`config.mk`:
```
export PLATFORM = sky130hd
export DESIGN_NAME = alu_sequencer
export DESIGN_NICKNAME = d
export VERILOG_FILES = /design/src/rtl/alu_sequencer.sv
export SDC_FILE = /design/constraint.sdc
export NUM_CORES = 1
export LEC_CHECK = 0
export CORE_MARGIN = 4
export CORE_UTILIZATION = 35
export DETAILED_ROUTE_END_ITERATION = 8
export PLACE_DENSITY = 0.52
export SLEW_MARGIN = 20
export SYNTH_ARGS = -nofsm -noshare
export SYNTH_HDL_FRONTEND = slang
export SYNTH_SLANG_ARGS = --single-unit
```
`constraint.sdc`:
```
create_clock -name clk -period 9.4 [get_ports clk]
set_input_delay 1.88 -clock clk [delete_from_list [all_inputs] [get_ports clk]]
set_output_delay 1.88 -clock clk [all_outputs]
set_load 0.05 [all_outputs]
```
`src/rtl/alu_sequencer.sv`:
```
// -----------------------------------------------------------------------------
// alu_sequencer
//
// Command-driven controller for the 8-bit ALU datapath. Commands are queued,
// popped one at a time, and sequenced as LOAD (operands into the datapath
// input registers) followed by EXEC (one-hot op on the output mux, result
// captured). The result and the multiply overflow are returned on a
// valid/ready response port. An overflowing MUL or a reserved opcode raises a
// sticky error that halts popping until clr_err.
//
// Optional build macro: ALU_SEQ_STATS_EN adds op_count / err_count outputs.
//
// Ports
//   clk, rst         clock, synchronous active-low reset
//   on               enable; low parks the FSM in OFF after the current command
//   cmd_*            command push interface (valid/ready), op, chain, a, b
//   res_*            response interface (valid/ready), data, per-result error
//   err_flag         sticky error; clr_err clears it and leaves ERR
//   alu_in_sel       datapath in_selector  {persist, load, reset}
//   alu_out_sel      datapath out_selector {MUL,SUB,ADD,XOR,NOT,OR,AND}
//   alu_num1/2       datapath operands
//   alu_result/ovf   datapath output value and multiply overflow
//   state            current FSM state (debug)
//   op_count         [stats] responses delivered
//   err_count        [stats] error responses delivered, saturating
// -----------------------------------------------------------------------------
module alu_sequencer #(
   parameter int DEPTH = 4,
   parameter int W     = 8
) (
   input  logic          clk,
   input  logic          rst,
   input  logic          on,
   input  logic          cmd_valid,
   output logic          cmd_ready,
   input  logic [2:0]    cmd_op,
   input  logic          cmd_chain,
   input  logic [W-1:0]  cmd_a,
   input  logic [W-1:0]  cmd_b,
   output logic          res_valid,
   input  logic          res_ready,
   output logic [W-1:0]  res_data,
   output logic          res_err,
   output logic          err_flag,
   input  logic          clr_err,
   output logic [2:0]    alu_in_sel,
   output logic [6:0]    alu_out_sel,
   output logic [W-1:0]  alu_num1,
   output logic [W-1:0]  alu_num2,
   input  logic [W-1:0]  alu_result,
   input  logic          alu_ovf,
   output logic [2:0]    state
`ifdef ALU_SEQ_STATS_EN
   ,
   output logic [15:0]   op_count,
   output logic [7:0]    err_count
`endif
);

   localparam int AW = (DEPTH > 1) ? $clog2(DEPTH) : 1;
   localparam int EW = 3 + 1 + 2 * W;

   localparam logic [2:0] OP_MUL = 3'd6;
   localparam logic [2:0] OP_RSV = 3'd7;

   // in_selector encodings; "hold" (no selector) keeps the datapath
   // registers untouched between commands so a chained command can still
   // pick up the previous result.
   localparam logic [2:0] IN_HOLD    = 3'b000;
   localparam logic [2:0] IN_RESET   = 3'b001;
   localparam logic [2:0] IN_LOAD    = 3'b010;
   localparam logic [2:0] IN_PERSIST = 3'b100;

   typedef enum logic [2:0] {
      ST_OFF  = 3'd0,
      ST_IDLE = 3'd1,
      ST_LOAD = 3'd2,
      ST_EXEC = 3'd3,
      ST_RESP = 3'd4,
      ST_ERR  = 3'd5
   } state_t;

   state_t state_q, state_d;

   // ---------------------------------------------------------------------
   // Command queue: storage array plus wrap-bit pointers
   // ---------------------------------------------------------------------
   logic [EW-1:0] mem_q [DEPTH];
   logic [AW:0]   wr_ptr_q, wr_ptr_d;
   logic [AW:0]   rd_ptr_q, rd_ptr_d;
   logic          q_empty;
   logic          q_full;
   logic          push;
   logic          pop;
   logic [EW-1:0] head;

   // Current command, captured from the queue head on pop
   logic [2:0]    cur_op_q, cur_op_d;
   logic          cur_chain_q, cur_chain_d;
   logic [W-1:0]  num1_q, num1_d;
   logic [W-1:0]  num2_q, num2_d;

   // Output-mux select and response registers
   logic [6:0]    out_sel_q, out_sel_d;
   logic [6:0]    op_onehot;
   logic [W-1:0]  res_data_q, res_data_d;
   logic          res_err_q, res_err_d;
   logic          err_flag_q, err_flag_d;
   logic          res_hs;

   assign q_empty = (wr_ptr_q == rd_ptr_q);
   assign q_full  = (wr_ptr_q[AW] != rd_ptr_q[AW]) &&
                    (wr_ptr_q[AW-1:0] == rd_ptr_q[AW-1:0]);

   // cmd_ready depends only on registered state, so a pop out of a full
   // queue does not open a slot until the following cycle.
   assign push   = cmd_valid && cmd_ready;
   assign pop    = (state_q == ST_IDLE) && on && !q_empty && !err_flag_q;
   assign res_hs = (state_q == ST_RESP) && res_ready;

   always_ff @(posedge clk) begin
      if (push) begin
         mem_q[wr_ptr_q[AW-1:0]] <= {cmd_op, cmd_chain, cmd_a, cmd_b};
      end
   end

   // The head is read asynchronously but only consumed through the
   // cur_* registers, so every datapath-facing value is registered.
   assign head = mem_q[rd_ptr_q[AW-1:0]];

   // One-hot decode of the current op; the reserved op decodes to all zeros.
   genvar gi;
   generate
      for (gi = 0; gi < 7; gi++) begin : g_onehot
         assign op_onehot[gi] = (cur_op_q == 3'(gi));
      end
   endgenerate

   // ---------------------------------------------------------------------
   // FSM: state register
   // ---------------------------------------------------------------------
   always_ff @(posedge clk) begin
      if (!rst) begin
         state_q <= ST_OFF;
      end else begin
         state_q <= state_d;
      end
   end

   // ---------------------------------------------------------------------
   // FSM: next-state logic
   // ---------------------------------------------------------------------
   always_comb begin
      state_d = state_q;
      unique case (state_q)
         ST_OFF: begin
            if (on) state_d = ST_IDLE;
         end
         ST_IDLE: begin
            if (!on)      state_d = ST_OFF;
            else if (pop) state_d = ST_LOAD;
         end
         ST_LOAD: state_d = ST_EXEC;
         ST_EXEC: state_d = ST_RESP;
         ST_RESP: begin
            if (res_hs) begin
               if (res_err_q) state_d = ST_ERR;
               else if (!on)  state_d = ST_OFF;
               else           state_d = ST_IDLE;
            end
         end
         ST_ERR: begin
            if (clr_err) state_d = ST_IDLE;
         end
         default: state_d = ST_OFF;
      endcase
   end

   // ---------------------------------------------------------------------
   // FSM: outputs
   // ---------------------------------------------------------------------
   always_comb begin
      alu_in_sel = IN_HOLD;
      res_valid  = 1'b0;
      cmd_ready  = on && !q_full && (state_q != ST_OFF);
      unique case (state_q)
         ST_OFF:  alu_in_sel = IN_RESET;
         ST_LOAD: alu_in_sel = cur_chain_q ? IN_PERSIST : IN_LOAD;
         ST_EXEC: alu_in_sel = IN_PERSIST;
         ST_RESP: res_valid  = 1'b1;
         default: alu_in_sel = IN_HOLD;
      endcase
   end

   // ---------------------------------------------------------------------
   // Queue pointers, command registers, response capture
   // ---------------------------------------------------------------------
   always_comb begin
      wr_ptr_d    = wr_ptr_q;
      rd_ptr_d    = rd_ptr_q;
      cur_op_d    = cur_op_q;
      cur_chain_d = cur_chain_q;
      num1_d      = num1_q;
      num2_d      = num2_q;
      out_sel_d   = out_sel_q;
      res_data_d  = res_data_q;
      res_err_d   = res_err_q;
      err_flag_d  = err_flag_q;

      if (push) begin
         wr_ptr_d = wr_ptr_q + (AW+1)'(1);
      end

      if (pop) begin
         rd_ptr_d    = rd_ptr_q + (AW+1)'(1);
         cur_op_d    = head[EW-1 -: 3];
         cur_chain_d = head[2*W];
         num1_d      = head[2*W-1 -: W];
         num2_d      = head[W-1:0];
      end

      // The output mux keeps the previous op through LOAD (the persist
      // path feeds back the previous result) and switches entering EXEC.
      // A reserved op leaves the mux untouched.
      if (state_q == ST_LOAD && cur_op_q != OP_RSV) begin
         out_sel_d = op_onehot;
      end

      if (state_q == ST_EXEC) begin
         res_data_d = (cur_op_q == OP_RSV) ? '0 : alu_result;
         res_err_d  = (cur_op_q == OP_RSV) || (alu_ovf && cur_op_q == OP_MUL);
      end

      if (res_hs && res_err_q) begin
         err_flag_d = 1'b1;
      end
      if (state_q == ST_ERR && clr_err) begin
         err_flag_d = 1'b0;
      end
   end

   always_ff @(posedge clk) begin
      if (!rst) begin
         wr_ptr_q    <= '0;
         rd_ptr_q    <= '0;
         cur_op_q    <= '0;
         cur_chain_q <= 1'b0;
         num1_q      <= '0;
         num2_q      <= '0;
         out_sel_q   <= 7'b0000001;
         res_data_q  <= '0;
         res_err_q   <= 1'b0;
         err_flag_q  <= 1'b0;
      end else begin
         wr_ptr_q    <= wr_ptr_d;
         rd_ptr_q    <= rd_ptr_d;
         cur_op_q    <= cur_op_d;
         cur_chain_q <= cur_chain_d;
         num1_q      <= num1_d;
         num2_q      <= num2_d;
         out_sel_q   <= out_sel_d;
         res_data_q  <= res_data_d;
         res_err_q   <= res_err_d;
         err_flag_q  <= err_flag_d;
      end
   end

   assign alu_out_sel = out_sel_q;
   assign alu_num1    = num1_q;
   assign alu_num2    = num2_q;
   assign res_data    = res_data_q;
   assign res_err     = res_err_q;
   assign err_flag    = err_flag_q;
   assign state       = state_q;

`ifdef ALU_SEQ_STATS_EN
   // ---------------------------------------------------------------------
   // Statistics counters, cleared by reset only
   // ---------------------------------------------------------------------
   logic [15:0] op_count_q, op_count_d;
   logic [7:0]  err_count_q, err_count_d;

   always_comb begin
      op_count_d  = op_count_q;
      err_count_d = err_count_q;
      if (res_hs) begin
         op_count_d = op_count_q + 16'd1;
         if (res_err_q && err_count_q != 8'hFF) begin
            err_count_d = err_count_q + 8'd1;
         end
      end
   end

   always_ff @(posedge clk) begin
      if (!rst) begin
         op_count_q  <= '0;
         err_count_q <= '0;
      end else begin
         op_count_q  <= op_count_d;
         err_count_q <= err_count_d;
      end
   end

   assign op_count  = op_count_q;
   assign err_count = err_count_q;
`endif

endmodule

```
==> qor.log, run 1 <==
INFO  run_status     outcome=finished, final reports clean
INFO  layout         syn2layout_area_growth=29.76%
INFO  logic_synthesis synth.cell_area=4927squm
INFO  logic_synthesis postSynthRegisterBits=126
INFO  routing        avgRoutedWirePerCell=16.91um
INFO  layout         final_nets=459
INFO  placed_design  dp_slack=3.947ns
INFO  logic_synthesis synth.net_count=385
INFO  worst_setup_path cp_common_cell=sky130_fd_sc_hd__clkdlybuf4s50_1
INFO  cts            cts.repair_timing.setup_buffer_count=0
INFO  power_and_ir_drop vdd_ir_drop_max=0.0001455V
INFO  worst_setup_path critPathMaxStageDelay=0.85ns
INFO  worst_setup_path regToRegStartpoint=rd_ptr_q[0]
INFO  grt            initial_antenna_violation_count=0
INFO  worst_setup_path timing.critical_path.required=7.52ns
INFO  layout         diodes=0
INFO  cts            numCtsBuffers=17
INFO  worst_setup_path series_of_cell_instances_along_the_critical_path=clkdlybuf4s50_1 -> nor3b_1 -> clkdlybuf4s50_1
INFO  routing        drt-pass1-iter-count=4
INFO  routing        drt_drc_violations_left=0
INFO  cts            clk-insertion-delay-late=0.41ns
INFO  power_and_ir_drop power_leakage=2.095nW
INFO  cts            tritoncts=done
INFO  cts            cts_root_buffer=sky130_fd_sc_hd__clkbuf_16
INFO  timing         final-hold-violation-count=0
INFO  hold_path      whs_endpoint=alu_num2[7]
INFO  floorplan      fp.coreArea=13830squm
INFO  floorplan      number_of_placed_i_o_pins=76
INFO  grt            met3_routing_resource_usage_after_global_routing=4.337%
INFO  cts            cts.sinks=126
INFO  hold_path      hold-path-cell-count=2
INFO  logic_synthesis synth.yosys.seq_area_share=67.45%
INFO  floorplan      rows=43
INFO  placed_design  buffer_ports.inserted=75
INFO  layout         nFillCells=1218
INFO  hold_path      class_of_the_tightest_hold_or_removal_check=flop to flop
INFO  worst_setup_path endpoint_kind=primary output
INFO  timing         report.final.slew_viol_count=0
INFO  worst_setup_path setup.worst_path.class=primary input to primary output
INFO  worst_setup_path worst-r2r-cell-count=4
INFO  cts            clkSlewWorstSetupHoldPaths=0.05ns
INFO  hold_path      min_from=alu_num2[7]
INFO  run            max_cap_viol_count=0
INFO  floorplan      dieArea=16040squm
INFO  grt            number_of_global_route_vias_before_repair=3115
INFO  grt            groute.usage.overall=13.37%
INFO  timing         setup_slack=4.009ns
INFO  timing         rsz0062_at_grt=no
INFO  worst_setup_path rr_endpoint=cur_op_q[2]
INFO  logic_synthesis synthesis.area_per_instance=14.28squm
INFO  grt            first_pass_grt_wire_length=16510um
INFO  logic_synthesis async_set_reset_flop_share_out_of_synthesis=0%
INFO  floorplan      dieWidth=126.7um
INFO  cts            cts_hold_buf=0
INFO  routing        number_of_vias_per_cell=4.987
INFO  grt            grt_max_degree=73
INFO  timing         tightestPinTransition=1.041ns
INFO  logic_synthesis synth-main-ff-cell=sky130_fd_sc_hd__edfxtp_1
INFO  layout         fraction_of_final_layout_cells_sized_beyond_drive_strength_1=14.12%
INFO  timing         timing.fmax=185.5MHz
INFO  timing         worst_clock_skew=0.009731ns
INFO  timing         final_worst_path_period_share=57.35%
INFO  logic_synthesis synth.largest_area_cell=sky130_fd_sc_hd__edfxtp_1
INFO  cts            post_cts_resized=0
INFO  timing         worst_slew_margin_rel=30.58%
INFO  logic_synthesis ys.warnings.count=0
INFO  routing        drt_iter0_drc=201
INFO  placed_design  detailed_place_hpwl=6097um
INFO  timing         setup_viol=0
INFO  power_and_ir_drop cellPowerDensity=198.2nW/um^2
INFO  worst_setup_path path_delay_family=buffers and inverters
INFO  logic_synthesis synth-edff-count=80
INFO  grt            grt_util_met1=17.33%
INFO  floorplan      fp.dieH=126.7um
INFO  worst_setup_path timing.critical_path.from_type=primary input
INFO  timing         setup-tns-final=0ns
INFO  placed_design  gpl.final_weighted_congestion=0.7263
INFO  timing         finalWorstPathRequiredPeriod=5.391ns
INFO  grt            overflow=0
INFO  worst_setup_path worst_endpoint_data_arrival_time=3.51ns
INFO  worst_setup_path crit_path_max_fanout=5
INFO  routing        totalWireLength=10350um
INFO  cts            ctsHtreeMaxLevel=4
INFO  worst_setup_path worst_path_max_delay_cell=sky130_fd_sc_hd__clkdlybuf4s50_1
INFO  routing        dr_total_vias=3052
INFO  logic_synthesis main_area_contributors_after_synthesis=sky130_fd_sc_hd__edfxtp_1, sky130_fd_sc_hd__dfxtp_1, sky130_fd_sc_hd__mux4_2, sky130_fd_sc_hd__nand2_1, sky130_fd_sc_hd__nand4_1
INFO  logic_synthesis synth.lib_cells_used.distinct=37
INFO  worst_setup_path cp.depth=3
INFO  worst_setup_path critical_path_buf_inv_count=2
INFO  grt            grt.met2_usage=21.14%
INFO  cts            ctsLongestPathBuffers=2
INFO  worst_setup_path r2r_slack=6.10ns
INFO  logic_synthesis synth_top_cell_area_share=48.76%
INFO  floorplan      initial_core_util=35.63%
INFO  routing        final_antenna_net_count=0
INFO  logic_synthesis post_synth_inst_count=345
INFO  grt            global_route.peak_usage_layer=met2
-- final cells by class --
| cell class | count | area, sq um | area share, % |
|---|---|---|---|
| Clock buffer | 21 | 450.4 | 7.045 |
| Clock inverter | 11 | 117.6 | 1.840 |
| Inverter | 3 | 11.26 | 0.1761 |
| Multi-Input combinational cell | 189 | 1466 | 22.94 |
| Sequential cell | 126 | 3324 | 52.00 |
| Tap cell | 180 | 225.2 | 3.523 |
| Timing Repair Buffer | 82 | 798.3 | 12.49 |
-- synth_stat cells, types with 7 or more instances --
cell type / instances
sky130_fd_sc_hd__o21ai_1: 19
sky130_fd_sc_hd__edfxtp_1: 80
sky130_fd_sc_hd__nand4_1: 18
sky130_fd_sc_hd__mux4_2: 20
sky130_fd_sc_hd__nor3b_1: 7
sky130_fd_sc_hd__nand2_1: 37
sky130_fd_sc_hd__nor2_1: 11
sky130_fd_sc_hd__mux2i_1: 7
sky130_fd_sc_hd__a22oi_1: 9
sky130_fd_sc_hd__nor2b_1: 10
sky130_fd_sc_hd__dfxtp_1: 46
sky130_fd_sc_hd__clkbuf_1: 17
-- routing by layer --
metal  wire, um  part of all wire, %  vias up
li1           -                    -     1456
met1       4749                   46     1482
met2       4893                   47      100
met3        582                  5.6       14
met4        119                  1.2        0
met5          0                    0        -
-- worst min-delay path, stage by stage (launching register included) --
cell,delay (ns)
sky130_fd_sc_hd__dfxtp_1,0.30
sky130_fd_sc_hd__nand2_1,0.05
sky130_fd_sc_hd__o21ai_1,0.05
-- logic make-up after synthesis --
kind of cell,share of synthesized area [%]
mux,10.56
flops,67.45
simple gates,11.10
xor+xnor,0.7112
compound gates,5.891
buf+inv,3.022
fa+ha+maj,1.270
-- placed cells by master, fill, tap and decap left out, types with 3 or more instances in the layout --
cell,netlist,layout
sky130_fd_sc_hd__a21oi_1,4,4
sky130_fd_sc_hd__a22oi_1,9,9
sky130_fd_sc_hd__and2_1,5,5
sky130_fd_sc_hd__buf_4,0,7
sky130_fd_sc_hd__clkbuf_1,17,3
sky130_fd_sc_hd__clkbuf_16,0,17
sky130_fd_sc_hd__clkdlybuf4s50_1,0,74
sky130_fd_sc_hd__clkinv_2,0,5
sky130_fd_sc_hd__dfxtp_1,46,45
sky130_fd_sc_hd__edfxtp_1,80,80
sky130_fd_sc_hd__ha_1,5,5
sky130_fd_sc_hd__inv_1,3,3
sky130_fd_sc_hd__mux2i_1,7,7
sky130_fd_sc_hd__mux4_2,20,20
sky130_fd_sc_hd__nand2_1,37,37
sky130_fd_sc_hd__nand2b_1,3,3
sky130_fd_sc_hd__nand3_1,5,5
sky130_fd_sc_hd__nand4_1,18,18
sky130_fd_sc_hd__nor2_1,11,11
sky130_fd_sc_hd__nor2b_1,10,10
sky130_fd_sc_hd__nor3_1,6,6
sky130_fd_sc_hd__nor3b_1,7,6
sky130_fd_sc_hd__o21ai_0,5,5
sky130_fd_sc_hd__o21ai_1,19,19
sky130_fd_sc_hd__xor2_1,3,3
-- report_power, final --
part	total (mW)	internal (mW)	switching (mW)	leakage [nW]
Sequential	0.595	0.592	0.00301	1.09
Clock	0.627	0.396	0.231	0.277
Combinational	0.0461	0.0216	0.0245	0.726
Total	1.27	1.01	0.259	2.10
-- flip-flops by register name (all words and copies together) (netlist names) --
| name | flops |
|---|---|
| state | 3 |
| alu_num2 | 8 |
| alu_out_sel | 7 |
| cur_chain_q | 1 |
| res_err | 1 |
| alu_num1 | 8 |
| mem_q | 80 |
| res_data | 8 |
| wr_ptr_q | 3 |
| err_flag | 1 |
| rd_ptr_q | 3 |
| cur_op_q | 3 |
-- metrics by stage --
| step | instance area [sq um] | power, mW | hold WS [ns] | instances | util, % |
|---|---|---|---|---|---|
| after detailed placement | 5826 | 0.6526 | 0.4441 | 580 | 42.13 |
| after CTS | 6394 | 1.281 | 0.4519 | 612 | 46.24 |
| after floorplan | 4927 | 0.6264 | 0.4417 | 345 | - |
| final | 6394 | 1.267 | 0.4464 | 612 | 46.24 |
| after global routing | 6394 | 1.307 | 0.4709 | 612 | 46.24 |
| after global placement | 5826 | 0.6517 | 0.4394 | 580 | 42.13 |
-- worst max path at each step --
stage	from	endpoint
2_1_floorplan	on	cmd_ready
3_3_place_gp	on	cmd_ready
3_5_place_dp	on	cmd_ready
4_1_cts	on	cmd_ready
5_1_grt	on	cmd_ready
6_report	on	cmd_ready
(Power assumes the default switching activity.)
==> inputs of run 2 (changes only) <==
clock period = 5.3 ns   (was 9.4 ns; I/O delays follow)
==> run 2 against run 1 <==
Against the previous run:
- die area is the same
- power grew 76%
- cell count fell by 0.33%
- sequential power rose by 76%
- cell area shrank 0.20%
==> qor.log, run 2 (synthesis results as in run 1) <==
INFO  run_status     outcome=finished, final reports clean [unchanged]
INFO  timing         tightestPinTransition=1.037ns [was 1.041 ns]
INFO  grt            groute.usage.overall=13.49% [was 13.37%]
INFO  timing         worst_clock_skew=0.005168ns [was 0.009731 ns]
INFO  floorplan      rows=43 [unchanged]
INFO  floorplan      dieWidth=126.7um [unchanged]
INFO  run            max_cap_viol_count=0 [unchanged]
INFO  layout         fraction_of_final_layout_cells_sized_beyond_drive_strength_1=13.95% [was 14.12%]
INFO  floorplan      number_of_placed_i_o_pins=76 [unchanged]
INFO  worst_setup_path endpoint_kind=primary output [unchanged]
INFO  routing        avgRoutedWirePerCell=16.96um [was 16.91 um]
INFO  worst_setup_path r2r_slack=2.92ns [was 6.10 ns]
INFO  layout         syn2layout_area_growth=29.51% [was 29.76%]
INFO  timing         final-hold-violation-count=0 [unchanged]
INFO  timing         holdWs=0.4483ns [was 0.4464 ns]
INFO  power_and_ir_drop vdd_ir_drop_max=0.0002364V [was 0.0001455 V]
INFO  worst_setup_path worst-r2r-cell-count=3 [was 4]
INFO  routing        number_of_vias_per_cell=4.946 [was 4.987]
INFO  timing         worst_slew_margin_rel=30.89% [was 30.58%]
INFO  cts            ctsLongestPathBuffers=2 [unchanged]
INFO  layout         nFillCells=1238 [was 1218]
INFO  cts            cts.repair_timing.setup_buffer_count=0 [unchanged]
INFO  cts            clkSlewWorstSetupHoldPaths=0.05ns [about the same]
INFO  worst_setup_path setup.worst_path.class=primary input to primary output [unchanged]
INFO  cts            cts_hold_buf=0 [unchanged]
INFO  cts            clk-insertion-delay-late=0.40ns [was 0.41 ns]
INFO  routing        totalWireLength=10350um [about the same]
INFO  floorplan      fp.dieH=126.7um [unchanged]
INFO  grt            number_of_global_route_vias_before_repair=3072 [was 3115]
INFO  routing        dr_total_vias=3017 [was 3052]
INFO  layout         diodes=0 [unchanged]
INFO  worst_setup_path timing.critical_path.required=4.24ns [was 7.52 ns]
INFO  worst_setup_path rr_endpoint=mem_q[2][3] [was cur_op_q[2]]
INFO  routing        final_antenna_net_count=0 [unchanged]
INFO  cts            post_cts_resized=0 [unchanged]
INFO  power_and_ir_drop total_power=2.228mW [was 1.267 mW]
INFO  power_and_ir_drop cellPowerDensity=349.1nW/um^2 [was 198.2 nW/um^2]
INFO  routing        drt_drc_violations_left=0 [unchanged]
INFO  layout         layout.cells.most_common=sky130_fd_sc_hd__edfxtp_1 [unchanged]
INFO  grt            first_pass_grt_wire_length=16580um [was 16510 um]
INFO  worst_setup_path worst_endpoint_data_arrival_time=2.66ns [was 3.51 ns]
INFO  placed_design  gpl.final_weighted_congestion=0.7190 [was 0.7263]
INFO  timing         finalWorstPathRequiredPeriod=3.722ns
INFO  grt            grt_max_degree=58 [was 73]
INFO  floorplan      initial_core_util=35.63% [unchanged]
INFO  placed_design  detailed_place_hpwl=6161um [was 6097 um]
INFO  timing         rsz0062_at_grt=no [unchanged]
INFO  power_and_ir_drop power_leakage=2.089nW [was 2.095 nW]
INFO  hold_path      whs_endpoint=alu_num1[5] [was alu_num2[7]]
INFO  timing         setup-tns-final=0ns [unchanged]
INFO  floorplan      fp.coreArea=13830squm [unchanged]
INFO  cts            cts_root_buffer=sky130_fd_sc_hd__clkbuf_16 [unchanged]
INFO  cts            ctsHtreeMaxLevel=4 [unchanged]
INFO  worst_setup_path timing.critical_path.from_type=primary input [unchanged]
INFO  layout         number_of_flip_flops_in_the_largest_register=80 [unchanged]
INFO  layout         final_nets=458 [was 459]
INFO  layout         final-seq-area=3324squm [unchanged]
INFO  grt            overflow=0 [unchanged]
INFO  worst_setup_path regToRegStartpoint=state[0] [was rd_ptr_q[0]]
INFO  worst_setup_path crit_path_max_fanout=5 [unchanged]
INFO  routing        drt-pass1-iter-count=4 [unchanged]
INFO  timing         final_worst_path_period_share=70.23%
INFO  timing         report.final.slew_viol_count=0 [unchanged]
INFO  placed_design  buffer_ports.inserted=75 [unchanged]
INFO  floorplan      dieArea=16040squm [unchanged]
INFO  hold_path      min_from=alu_num1[5] [was alu_num2[7]]
INFO  grt            initial_antenna_violation_count=0 [unchanged]
INFO  cts            numCtsBuffers=17 [unchanged]
INFO  layout         multiInputGateArea=1470squm [was 1466 sq um]
INFO  layout         layout_common_cells=sky130_fd_sc_hd__edfxtp_1, sky130_fd_sc_hd__clkdlybuf4s50_1, sky130_fd_sc_hd__dfxtp_1 [unchanged]
INFO  timing         setup_viol=0 [unchanged]
INFO  routing        drt_iter0_drc=256 [was 201]
INFO  cts            tritoncts=done [unchanged]
INFO  hold_path      hold-path-cell-count=2 [unchanged]
INFO  cts            cts.sinks=126 [unchanged]
INFO  hold_path      class_of_the_tightest_hold_or_removal_check=flop to flop [unchanged]
INFO  timing         timing.fmax=268.6MHz
-- run 2: cell count changes in the layout (fill, tap and decap cells not counted) --
cell | before | now
sky130_fd_sc_hd__and2_1 | 5 | 2
sky130_fd_sc_hd__buf_4 | 7 | 6
sky130_fd_sc_hd__inv_6 | 1 | 0
sky130_fd_sc_hd__and2_2 | 0 | 3
sky130_fd_sc_hd__clkinv_4 | 1 | 0
sky130_fd_sc_hd__clkinvlp_4 | 2 | 1
sky130_fd_sc_hd__clkinv_2 | 5 | 4
sky130_fd_sc_hd__clkbuf_1 | 3 | 4
sky130_fd_sc_hd__clkbuf_8 | 1 | 2
sky130_fd_sc_hd__clkinv_1 | 0 | 1
-- run 2: report_power, final --
| part | internal, mW | switching (mW) | leakage, nW |
|---|---|---|---|
| registers | 1.05 | 0.00424 | 1.09 |
| clock network | 0.708 | 0.383 | 0.274 |
| logic | 0.0383 | 0.0440 | 0.723 |
-- run 2: through the flow --
stage | worst slack (ns) | utilization, % | cells | cell area [sq um]
final | 1.578 | 46.15 | 610 | 6381
after global routing | 1.510 | 46.15 | 610 | 6381
after CTS | 1.545 | 46.12 | 610 | 6377
after detailed placement | 1.545 | 42.08 | 579 | 5818
after global placement | 1.559 | 42.08 | 579 | 5818
after floorplan | 1.212 | - | 345 | 4927
-- run 2: metal layers --
| layer | track usage [%] | vias to the layer above | part of all wire [%] |
|---|---|---|---|
| li1 | - | 1454 | - |
| met1 | 17.38 | 1463 | 46 |
| met2 | 21.26 | 88 | 48 |
| met3 | 4.168 | 12 | 5.1 |
| met4 | 5.489 | 0 | 1.1 |
| met5 | 0 | - | 0 |
-- run 2: final cells by class --
type / instances / area share, %
clock buffers: 23 / 7.333
clock inverters: 8 / 1.431
inverters: 3 / 0.1765
multi-input cells: 189 / 23.04
flip-flops and latches: 126 / 52.10
well taps: 180 / 3.529
repair buffers: 81 / 12.39
-- run 2: how the worst max path moves through the flow --
stage,from,end,slack [ns],depth (start not counted)
floorplan,state[0],mem_q[3][0],1.21,3
global placement,on,cmd_ready,1.56,3
detailed placement,on,cmd_ready,1.55,3
CTS,on,cmd_ready,1.55,3
global route,on,cmd_ready,1.51,3
finish,on,cmd_ready,1.58,3
-- run 2: critical path, stage by stage --
cell                              delay (ns)
sky130_fd_sc_hd__clkdlybuf4s50_1        0.56
sky130_fd_sc_hd__nor3b_1                0.21
sky130_fd_sc_hd__clkdlybuf4s50_1        0.83
